--- config.mk ---
export PLATFORM = sky130hd
export DESIGN_NAME = bf_ctrl
export DESIGN_NICKNAME = d
export VERILOG_FILES = /design/src/rtl/bf_ctrl.sv
export SDC_FILE = /design/constraint.sdc
export NUM_CORES = 1
export LEC_CHECK = 0
export CORE_UTILIZATION = 49
export CTS_BUF_LIST = sky130_fd_sc_hd__clkbuf_2 sky130_fd_sc_hd__clkbuf_4 sky130_fd_sc_hd__clkbuf_8
export CTS_CLUSTER_SIZE = 24
export DETAILED_ROUTE_END_ITERATION = 7
export HOLD_SLACK_MARGIN = 0.15
export MAX_ROUTING_LAYER = met4
export PLACE_DENSITY = 0.83
export SYNTH_ARGS = -nofsm -noshare
export SYNTH_HDL_FRONTEND = slang
export SYNTH_SLANG_ARGS = --single-unit
--- constraint.sdc ---
create_clock -name clock -period 3 [get_ports clock]
set_clock_uncertainty 0.2 [all_clocks]
set_input_delay 0.6 -clock clock [delete_from_list [all_inputs] [get_ports clock]]
set_output_delay 0.6 -clock clock [all_outputs]
set_load 0.005 [all_outputs]
--- src/rtl/bf_ctrl.sv ---
// bf_ctrl: BF core sequencer; loads program, clears data RAM, runs and monitors the core.
module bf_ctrl #(
  parameter int          CLEAR_WORDS    = 1024,
  parameter int unsigned TIMEOUT_CYCLES = 0
) (
  input  logic        clock,
  input  logic        reset,
  input  logic        start,
  input  logic        abort,
  input  logic [7:0]  in_data,
  input  logic        in_valid,
  output logic        in_ready,
  output logic [15:0] prg_addr,
  output logic [3:0]  prg_wdata,
  output logic        prg_we,
  input  logic [15:0] core_pc,
  input  logic [15:0] core_cursor,
  input  logic [7:0]  core_out,
  input  logic        core_we,
  output logic [15:0] mem_addr,
  output logic [7:0]  mem_wdata,
  output logic        mem_we,
  output logic        core_reset,
  output logic        core_run,
  output logic [15:0] prog_len,
  output logic        busy,
  output logic        done,
  output logic        timeout
);
  typedef enum logic [2:0] {IDLE, LEN_LO, LEN_HI, CLEAR, LOAD, RUN, DONE} state_t;
  localparam logic [15:0] K_LAST = 16'(CLEAR_WORDS - 1);
  localparam logic [31:0] T_LAST = 32'(TIMEOUT_CYCLES - 1);
  state_t state, next;
  logic [15:0] k, j;
  logic [31:0] rc;
  logic        pc_ge, xfer, tmo_hit;
  assign xfer    = in_valid & in_ready;
  assign tmo_hit = (TIMEOUT_CYCLES != 0) && (rc == T_LAST);
  always_ff @(posedge clock)
    if (reset) state <= IDLE;
    else state <= next;
  always_comb begin
    next = state;
    case (state)
      IDLE, DONE: if (start) next = LEN_LO;
      LEN_LO:     if (xfer) next = LEN_HI;
      LEN_HI:     if (xfer) next = CLEAR;
      CLEAR:      if (k == K_LAST) next = (prog_len != 16'd0) ? LOAD : RUN;
      LOAD:       if (j == prog_len) next = RUN;
      RUN:        if (pc_ge || tmo_hit) next = DONE;
      default:    next = IDLE;
    endcase
    if (abort) next = IDLE;
  end
  always_comb begin
    core_run   = state == RUN;
    core_reset = !core_run;
    in_ready   = state == LEN_LO || state == LEN_HI || (state == LOAD && j != prog_len);
    mem_addr   = state == CLEAR ? k : core_run ? core_cursor : 16'd0;
    mem_wdata  = core_run ? core_out : 8'd0;
    mem_we     = state == CLEAR || (core_run && core_we);
    busy       = state != IDLE && state != DONE;
    done       = state == DONE;
  end
  always_ff @(posedge clock) begin
    if (reset) begin
      prog_len  <= '0;
      k         <= '0;
      j         <= '0;
      rc        <= '0;
      pc_ge     <= 1'b0;
      timeout   <= 1'b0;
      prg_we    <= 1'b0;
      prg_addr  <= '0;
      prg_wdata <= '0;
    end else begin
      k      <= state == CLEAR ? k + 16'd1 : 16'd0;
      j      <= state == LOAD ? j + {15'd0, xfer} : 16'd0;
      rc     <= state == RUN ? rc + 32'd1 : 32'd0;
      pc_ge  <= state == RUN && core_pc >= prog_len;
      prg_we <= state == LOAD && xfer && !abort;
      if (state == LOAD && xfer) begin
        prg_addr  <= j;
        prg_wdata <= in_data[3:0];
      end
      if (state == LEN_LO && xfer) prog_len[7:0] <= in_data;
      if (state == LEN_HI && xfer) prog_len[15:8] <= in_data;
      if ((state == IDLE || state == DONE) && start && !abort) timeout <= 1'b0;
      else if (state == RUN && !abort && !pc_ge && tmo_hit) timeout <= 1'b1;
    end
  end
endmodule
==> metrics.md, run 1 <==
| Metric | Value |
|---|---|
| Status | finished, final reports clean |
| Dpl ws | 0.0799 ns |
| Initial core utilization | 0.513 |
| Core footprint | 7850 um2 |
| Ys flop type | dfxtp_1 |
| Slew Viols, Final | 0 |
| FF-to-FF setup slack | 0.14 ns |
| Worst-Skew Late Latency | 0.35 ns |
| Async set-reset flop share out of synthesis | 0 |
| Rel. slew slack | 0.616 |
| CP Max Fanout | 12 |
| Count of cell types in the netlist | 53 |
| Routed WL | 10.6 mm |
| Worst Hold Class | flop to flop |
| Final setup viols | 0 |
| Detailed-route DRC error count | 0 |
| Hpwl dp | 7.87 mm |
| Vias in the first global route | 3,648 |
| RSZ-0062 raised after global routing | false |
| Synth warn | 0 |
| CTS tree | done |
| Sequential share of the synthesized area | 0.363 |
| Leakage | 1.98 nW |
| CP endpoint | mem_addr[5] |
| Routability cong. | 0.886 |
| Synth Register Bits | 73 |
| Die area | 8580 um2 |
| Hold violation count in the final report | 0 |
| Cts bufs inserted | 9 |
| Synth Area per Inst | 8.62 um2 |
| Initial antenna violation count | 0 |
| Reg2reg end | j[12] |
| Final #Nets | 674 |
| Non-filler instance count after layout | 708 |
| Final ANT Viol Nets | 0 |
| DRT iter0 DRCs | 175 |
| H-tree depth | 3 |
| Worst Path Arrival | 2.11 ns |
| Setup TNS | 0 ns |
| Vias per cell | 5.26 |
| Core Util, Final | 0.720 |
| Worst-margin pin slew | 0.577 ns |
| Layout cells sized above 1 | 0.102 |
| Diode count | 0 |
| Area growth from synthesis to layout | 40.4% |
| Most frequent cell after synthesis | dfxtp_1 |
| Crit path from | state[0] |
| Fin crit share | 0.970 |
| Clk sinks | 73 |
| Total power | 2.04 mW |
| Row count | 32 |
| Fin crit period | 2.91 ns |
| Syn nets | 540 |
| P per Cell Area | 360 nW/um2 |
| Peak supply drop | 0.289 mV |
| Boundary Pins | 122 |
| Worst setup EP type | output port |
| Die Span X | 92.7 um |
| Max-Cap Viols | 0 |
| Yosys top cell area share | 0.363 |
| Tot GR Track Use | 0.260 |
| R2r worst-path depth | 11 |
| Wire length per cell | 15.0 um |
| Pre-Repair DR Iteration Count | 4 |
| Final setup margin | 0.0909 ns |
| EDFF count, synth | 0 |
| Hold buffer count at CTS | 0 |
| CTS root buf | clkbuf_8 |
| Critical path type | flop to output port |
| Max clock buf depth | 2 |
| Syn Inst Count | 467 |
| GRT overflow | 0 |
| Number of port buffers | 120 |
| Synthesized cell area | 4030 um2 |
| Synth cell count leaders | dfxtp_1 (73), nand2_1 (45), nand2b_1 (41) |
| DP Cell Count | 690 |
| Synth area leader | dfxtp_1 |
| Worst setup SP type | flop |
| Total number of vias | 3,727 |
| Die height | 92.7 um |
| First-pass GRT wire length | 17.1 mm |
| Clock-pin slew on the worst setup and hold paths | 0.08 ns |
| Req. time, crit path | 2.20 ns |
| Top cells by area, synth | dfxtp_1 (36%), nand2b_1 (6.4%), ha_1 (5.9%), xnor2_1 (5.4%), mux2i_1 (5.2%) |
| FF-to-FF Start | prog_len[1] |
| Largest net degree at the start of global routing | 37 |
| Highest clock rate | 344 MHz |
## repair_timing
action	4_1_cts	5_1_grt
gates resized for setup	4	4
pin swaps	1	0
endpoints found under the hold margin	0	0
setup buffers	1	0
cloned	0	1
setup endpoints to repair	19	19
## worst max-delay path: stages, from the launching register on
cell and delay [ns]:
dfxtp_4 0.38, nor2b_1 0.15, buf_4 0.17, nand2_2 0.18
clkinv_2 0.18, a22o_1 0.26, clkdlybuf4s50_1 0.44
## flip-flops by register name (all words and copies together), names as in the netlist
register	flops
prg_addr	16
prog_len	16
prg_we	1
pc_ge	1
prg_wdata	4
state	3
j	16
k	16
## how the worst min path moves through the flow
stage / startpoint / to / slack (ns) / cells after the start
finish: prg_addr[4] / prg_addr[4] / 0.27 / 2
floorplan: k[0] / k[0] / 0.24 / 1
detailed placement: prg_addr[4] / prg_addr[4] / 0.26 / 2
global placement: k[0] / k[0] / 0.26 / 1
global route: prg_addr[14] / prg_addr[14] / 0.30 / 2
CTS: prg_addr[4] / prg_addr[4] / 0.28 / 2
## cell type report
| cell class | instances | area [um2] |
|---|---|---|
| clock inverters | 4 | 51.3 |
| fillers | 591 | 2200 |
| inverters | 26 | 103 |
| multi-input cells | 344 | 2340 |
| repair buffers | 146 | 1400 |
| well taps | 102 | 128 |
| flip-flops and latches | 73 | 1470 |
| repair inverters | 1 | 5.00 |
| clock buffers | 12 | 159 |
## report_power, final
part	switching, mW	internal (mW)	total, mW
sequential	0.0114	0.976	0.987
combinational	0.0996	0.144	0.243
clock	0.366	0.439	0.805
total	0.477	1.56	2.04
## placed cells by master (no fill, tap or decap), types with 6 or more instances in the layout
cell,count
and3_1,11
nand3_1,10
a21oi_1,27
xnor2_1,25
xor2_1,13
nand2b_1,41
clkbuf_8,11
clkdlybuf4s50_1,120
or3_1,6
buf_4,26
nand2_1,44
a22o_1,16
o21ai_0,7
nor2_1,40
ha_1,19
mux2i_1,21
inv_1,25
dfxtp_1,71
nand4_1,13
## cell families (layout without fill, tap and decap cells)
kind of cell / Yosys count / after routing / share of synthesized area
multiplexers: 22 / 22 / 0.0550
flip-flops: 73 / 73 / 0.363
AO/OA/AOI/OAI: 68 / 68 / 0.117
AND/OR/NAND/NOR: 195 / 195 / 0.262
other: 1 / 1 / 0.000931
adder cells (fa/ha/maj): 19 / 19 / 0.0590
XOR/XNOR: 39 / 39 / 0.0867
buffers and inverters: 50 / 189 / 0.0562
## per-stage QoR
| stage | hold WS (ns) | cell area (um2) |
|---|---|---|
| after floorplan | 0.237 | 4030 |
| after global placement | 0.261 | 5410 |
| after detailed placement | 0.264 | 5410 |
| after CTS | 0.280 | 5640 |
| after global routing | 0.296 | 5650 |
| final | 0.274 | 5650 |
## routing by layer
metal  routed length (um)  GRT usage  vias up
met5                    0          -        -
met4                  230      0.112        0
met3                  741     0.0525       18
met2                 5030      0.422      142
met1                 4620      0.315     1714
li1                     -          -     1853
(Power assumes the default switching activity.)
==> run 2: changes to the inputs <==
- CORE_UTILIZATION: 49 -> 44
- PLACE_DENSITY: 0.83 -> 0.79
- clock period: 3 -> 2.4 ns (I/O delays scaled with it)
==> metrics.md, run 2 (synthesized netlist as in run 1, its figures left out) <==
| Metric | Value |
|---|---|
| Worst-Skew Late Latency | 0.36 ns (about the same) |
| Family with the most delay on the worst path | simple AND/OR/NAND/NOR gates |
| Post-route cell area | 6090 um2 (+7.7%) |
| Number of port buffers | 120 (unchanged) |
| Worst setup SP type | flop |
| CP Max Fanout | 3 (-9) |
| Logic gate share of total power | 0.134 (+0.014) |
| Pre-Repair DR Iteration Count | 7 (+3) |
| Sequential share of power | 0.472 (-0.013) |
| Clk sinks | 73 (unchanged) |
| Peak supply drop | 0.330 mV (+14%) |
| Core footprint | 8810 um2 (+12%) |
| Highest clock rate | 384 MHz |
| First-pass GRT wire length | 18.9 mm (+10%) |
| Rel. slew slack | 0.611 (-0.00413) |
| Total number of vias | 3,999 (+7.3%) |
| Internal power | 1.97 mW (+26%) |
| Diode count | 0 (unchanged) |
| WP buf/inv | 1 (-2) |
| Clock Power Share | 0.394 (-0.002) |
| Max clock buf depth | 2 (unchanged) |
| GR Util met1 | 0.304 (-0.0116) |
| Leakage | 2.31 nW (+16%) |
| Worst stage delay on the critical path | 0.37 ns (-0.07 ns) |
| # fillers | 655 (+11%) |
| Worst-margin pin slew | 0.583 ns (+0.00619 ns) |
| Sw frac | 0.244 (+0.00944) |
| Fin crit period | 2.60 ns |
| Row count | 34 (+6.3%) |
| Cts bufs inserted | 9 (unchanged) |
| Final setup margin | -0.202 ns (-0.293 ns) |
| DRT iter0 DRCs | 277 (+58%) |
| Critical path's most frequent cell | nand4_1 |
| Global-route layer with the greatest usage | met2 |
| Non-filler instance count after layout | 750 (+5.9%) |
| Worst Hold Class | flop to flop |
| Sequence of cells on the critical path | xnor2_2, nand4_1, nor4_4, o22ai_2, and2_4, ha_4, buf_6, nand4_1, nor3_2, nand2_1, xor2_1, nor2_1 |
| DP Cell Count | 725 (+5.1%) |
| Die area | 9540 um2 (+11%) |
| H-tree depth | 3 (unchanged) |
| CTS root buf | clkbuf_8 |
| Worst Path Arrival | 2.64 ns (+0.53 ns) |
| Initial antenna violation count | 0 (unchanged) |
| Status | complete, but fails checks |
| Fin crit share | 1.08 |
| Dpl ws | -0.279 ns (-0.359 ns) |
| Die height | 97.7 um (+5.4%) |
| Vias per cell | 5.33 (+1.3%) |
| Worst setup EP type | flop |
| Final ANT Viol Nets | 0 (unchanged) |
| Net Switching | 0.634 mW (+33%) |
| Detailed-route DRC error count | 22 (+22) |
| RSZ-0062 raised after global routing | true |
| Req. time, crit path | 2.43 ns (+0.23 ns) |
| Initial core utilization | 0.457 (-0.0558) |
| Clock-pin slew on the worst setup and hold paths | 0.08 ns (about the same) |
| CP max-delay cell | dfxtp_4 |
| Wire length per cell | 15.6 um (+3.7%) |
| Area growth from synthesis to layout | 51.2% |
| Boundary Pins | 122 (unchanged) |
| Leading cell type in the layout, fill and taps excluded | clkdlybuf4s50_1 |
| Hold violation count in the final report | 0 (unchanged) |
| GRT overflow | 0 (unchanged) |
| Most frequent cells in the layout | clkdlybuf4s50_1 (91), buf_4 (52), dfxtp_1 (49) |
| Routability cong. | 0.900 (+1.6%) |
| Max-Cap Viols | 0 (unchanged) |
| Final setup viols | 13 (+13) |
| Critical path type | flop to flop |
| Largest net degree at the start of global routing | 34 (-8.1%) |
| Core Util, Final | 0.692 (-0.0287) |
| Slew Viols, Final | 0 (unchanged) |
| Tot GR Track Use | 0.255 (-0.00542) |
| Die Span X | 97.7 um (+5.4%) |
| Layout cells sized above 1 | 0.248 (+0.145) |
| CTS tree | done |
| Met3 Track Usage GR | 0.0518 (-0.000747) |
| P per Cell Area | 427 nW/um2 (+19%) |
| Routed WL | 11.7 mm (+9.9%) |
| Hpwl dp | 8.29 mm (+5.4%) |
| Met2 Resource Use GR | 0.417 (-0.00487) |
| Violated checks | DRC, setup timing |
| Placed cell area | 5720 um2 (+5.6%) |
| Vias in the first global route | 3,974 (+8.9%) |
| Final #Nets | 710 (+5.3%) |
[run 2: layer usage]
metal,vias to the layer above,part of all wire
met5,-,0
met3,33,0.076
met1,1844,0.42
met2,192,0.47
met4,0,0.032
li1,1930,-
[run 2: layout make-up]
| class | instances | area, um2 | share of cell area |
|---|---|---|---|
| flip-flops and latches | 73 | 1500 | 0.246 |
| well taps | 108 | 135 | 0.0222 |
| multi-input cells | 344 | 2480 | 0.407 |
| clock inverters | 5 | 62.6 | 0.0103 |
| inverters | 26 | 98.8 | 0.0162 |
| clock buffers | 11 | 151 | 0.0249 |
| repair buffers | 183 | 1660 | 0.273 |
[run 2: metrics by stage]
step           TNS (ns)  power (mW)  hold slack (ns)
4_1_cts          -0.318        2.61            0.278
6_report          -1.52        2.60            0.276
3_5_place_dp      -1.70        1.58            0.262
5_1_grt           -3.35        2.70            0.294
3_3_place_gp      -1.28        1.58            0.260
2_1_floorplan    -0.289        1.40            0.237
[run 2: timing repair]
| action | CTS | global route |
|---|---|---|
| gates resized for setup | 78 | 34 |
| hold buffers | 0 | 0 |
| buffers inserted | 8 | 2 |
| endpoints found under the setup margin | 41 | 32 |
| pin swaps | 12 | 19 |
[run 2: final timing paths]
check,startpoint,to,slack [ns],cells after the start
setup / recovery,prog_len[8],j[11],-0.20,12
hold / removal,prg_wdata[3],prg_wdata[3],0.28,2
setup reg to reg,prog_len[8],j[11],-0.20,12
hold reg to reg,prg_wdata[3],prg_wdata[3],0.28,2
[run 2: worst reg2reg max path, stage by stage, from the launching register on]
cell     delay, ns
dfxtp_4       0.37
xnor2_2       0.16
nand4_1       0.16
nor4_4        0.37
o22ai_2       0.15
and2_4        0.18
ha_4          0.17
buf_6         0.11
nand4_1       0.14
nor3_2        0.10
nand2_1       0.11
xor2_1        0.19
nor2_1        0.07
[run 2: power groups by stage]
| stage | Sequential (mW) | Clock [mW] | Combinational, mW |
|---|---|---|---|
| after global routing | 1.23 | 1.09 | 0.380 |
| final | 1.23 | 1.02 | 0.348 |
| after global placement | 1.26 | 0 | 0.320 |
| after CTS | 1.23 | 1.03 | 0.343 |
| after detailed placement | 1.26 | 0 | 0.328 |
| after floorplan | 1.26 | 0 | 0.142 |
==> run 3: changes to the inputs <==
- clock period: 2.4 -> 2.1 ns (I/O delays scaled with it)
==> metrics.md, run 3 (synthesized netlist as in run 1, its figures left out) <==
| Metric | Value |
|---|---|
| Core Util, Final | 0.729 (+0.0375) |
| Worst-Skew Late Latency | 0.34 ns (-0.02 ns) |
| Peak supply drop | 0.366 mV (+11%) |
| CP Max Fanout | 4 (+1) |
| Status | complete, but fails checks |
| Hold buffer count at CTS | 0 (unchanged) |
| Final setup margin | -0.462 ns (-0.259 ns) |
| Highest clock rate | 390 MHz (+1.6%) |
| Vias per cell | 5.26 (-1.3%) |
| Reg2reg end | j[12] |
| Worst Path Arrival | 2.63 ns (about the same) |
| Diode count | 0 (unchanged) |
| Crit path from | j[14] |
| Fin Hold WS | 0.272 ns (-0.00343 ns) |
| Non-filler instance count after layout | 782 (+4.3%) |
| Post-route cell area | 6420 um2 (+5.4%) |
| H-tree depth | 3 (unchanged) |
| Number of port buffers | 120 (unchanged) |
| Layout cells sized above 1 | 0.301 (+0.0535) |
| FF-to-FF setup slack | -0.46 ns (-0.26 ns) |
| Clock-pin slew on the worst setup and hold paths | 0.08 ns (about the same) |
| Total power | 3.08 mW (+18%) |
| Core footprint | 8810 um2 (unchanged) |
| Placed cell area | 5840 um2 (+2.2%) |
| Row count | 34 (unchanged) |
| Violated checks | DRC, setup timing |
| Pre-Repair DR Iteration Count | 6 (-1) |
| Tot GR Track Use | 0.260 (+0.00471) |
| Dpl ws | -0.566 ns (-0.287 ns) |
| Boundary Pins | 122 (unchanged) |
| Area of the multi-input gates | 2510 um2 (+1.2%) |
| Clk sinks | 73 (unchanged) |
| DP Cell Count | 740 (+2.1%) |
| P per Cell Area | 479 nW/um2 (+12%) |
| Worst Hold Endpoint | prg_addr[15] |
| RSZ-0062 raised after global routing | true |
| Register Area | 1500 um2 (unchanged) |
| Worst setup SP type | flop |
| GRT overflow | 0 (unchanged) |
| Initial antenna violation count | 0 (unchanged) |
| Routed WL | 12.5 mm (+6.9%) |
| DRT iter0 DRCs | 202 (-27%) |
| Leading cell type in the layout, fill and taps excluded | clkdlybuf4s50_1 |
| Final ANT Viol Nets | 0 (unchanged) |
| Setup TNS | -8.43 ns (-6.91 ns) |
| Die Span X | 97.7 um (unchanged) |
| Fin crit share | 1.22 (+0.136) |
| Cts bufs inserted | 9 (unchanged) |
| Worst Hold Class | flop to flop |
| Die area | 9540 um2 (unchanged) |
| Worst setup EP type | flop |
| Detailed-route DRC error count | 22 (unchanged) |
| Req. time, crit path | 2.17 ns (-0.26 ns) |
| Area growth from synthesis to layout | 59.4% |
| Hold Path Cell Cnt | 2 (unchanged) |
| Final #Nets | 742 (+4.5%) |
| Most frequent cells in the layout | clkdlybuf4s50_1 (90), buf_4 (70), dfxtp_1 (47) |
| Leakage | 2.49 nW (+8.0%) |
| Max clock buf depth | 2 (unchanged) |
| Vias in the first global route | 3,992 (+0.45%) |
| CTS tree | done |
| Hold violation count in the final report | 0 (unchanged) |
| Initial core utilization | 0.457 (unchanged) |
| Die height | 97.7 um (unchanged) |
| Largest net degree at the start of global routing | 30 (-12%) |
| R2r worst-path depth | 11 (-1) |
| Fin crit period | 2.56 ns (-0.0406 ns) |
| Wire length per cell | 15.9 um (+2.5%) |
| CTS root buf | clkbuf_8 |
| FF-to-FF Start | j[14] |
| # fillers | 614 (-6.3%) |
| Hpwl dp | 8.75 mm (+5.5%) |
| Final setup viols | 33 (+20) |
| Max-Cap Viols | 0 (unchanged) |
| Total number of vias | 4,114 (+2.9%) |
| Critical path type | flop to flop |
| First-pass GRT wire length | 19.2 mm (+1.8%) |
| Hold_sp | prg_addr[15] |
| Routability cong. | 0.912 (+1.3%) |
| Slew Viols, Final | 0 (unchanged) |
==> run 3: critical path: stages, from the launching register on <==
cell,delay [ns]
dfxtp_2,0.34
xnor2_1,0.13
nand4_1,0.16
nor4_4,0.07
o22ai_2,0.19
and2_4,0.17
ha_4,0.14
ha_4,0.15
nand3_4,0.07
or3_4,0.39
or3_4,0.34
a21oi_2,0.13
==> run 3: where the power goes <==
part           total, mW  leakage [nW]  switching, mW  internal (mW)
registers           1.41         0.602         0.0124           1.39
logic              0.439          1.77          0.178          0.261
clock network       1.23         0.117          0.520          0.714
total               3.08          2.49          0.710           2.37
==> run 3: how the worst max path moves through the flow <==
| stage | end | slack (ns) | cells past startpoint |
|---|---|---|---|
| 2_1_floorplan | j[12] | -0.43 | 12 |
| 3_3_place_gp | j[12] | -0.51 | 8 |
| 3_5_place_dp | j[12] | -0.57 | 8 |
| 4_1_cts | j[12] | -0.39 | 11 |
| 5_1_grt | j[9] | -0.56 | 13 |
| 6_report | j[12] | -0.46 | 11 |
==> run 3: what timing repair did <==
action                                  4_1_cts  5_1_grt
pin swaps                                    38       18
endpoints found under the setup margin       45       43
cloned                                        2        0
gates resized for setup                     135       36
setup buffers                                20        7
==> run 3: routing by layer <==
layer  GRT usage  up-vias  share of wire
li1            -     1992              -
met1       0.308     1927           0.43
met2       0.444      170           0.49
met3      0.0468       25          0.063
met4      0.0874        0          0.021
met5           -        -              0
==> run 3: layout make-up <==
class / instances / area share
tap: 108 / 0.0210
timing repair buffer: 215 / 0.304
sequential: 73 / 0.233
clock inverter: 5 / 0.0123
multi-input combinational: 344 / 0.391
inverter: 26 / 0.0160
clock buffer: 11 / 0.0226
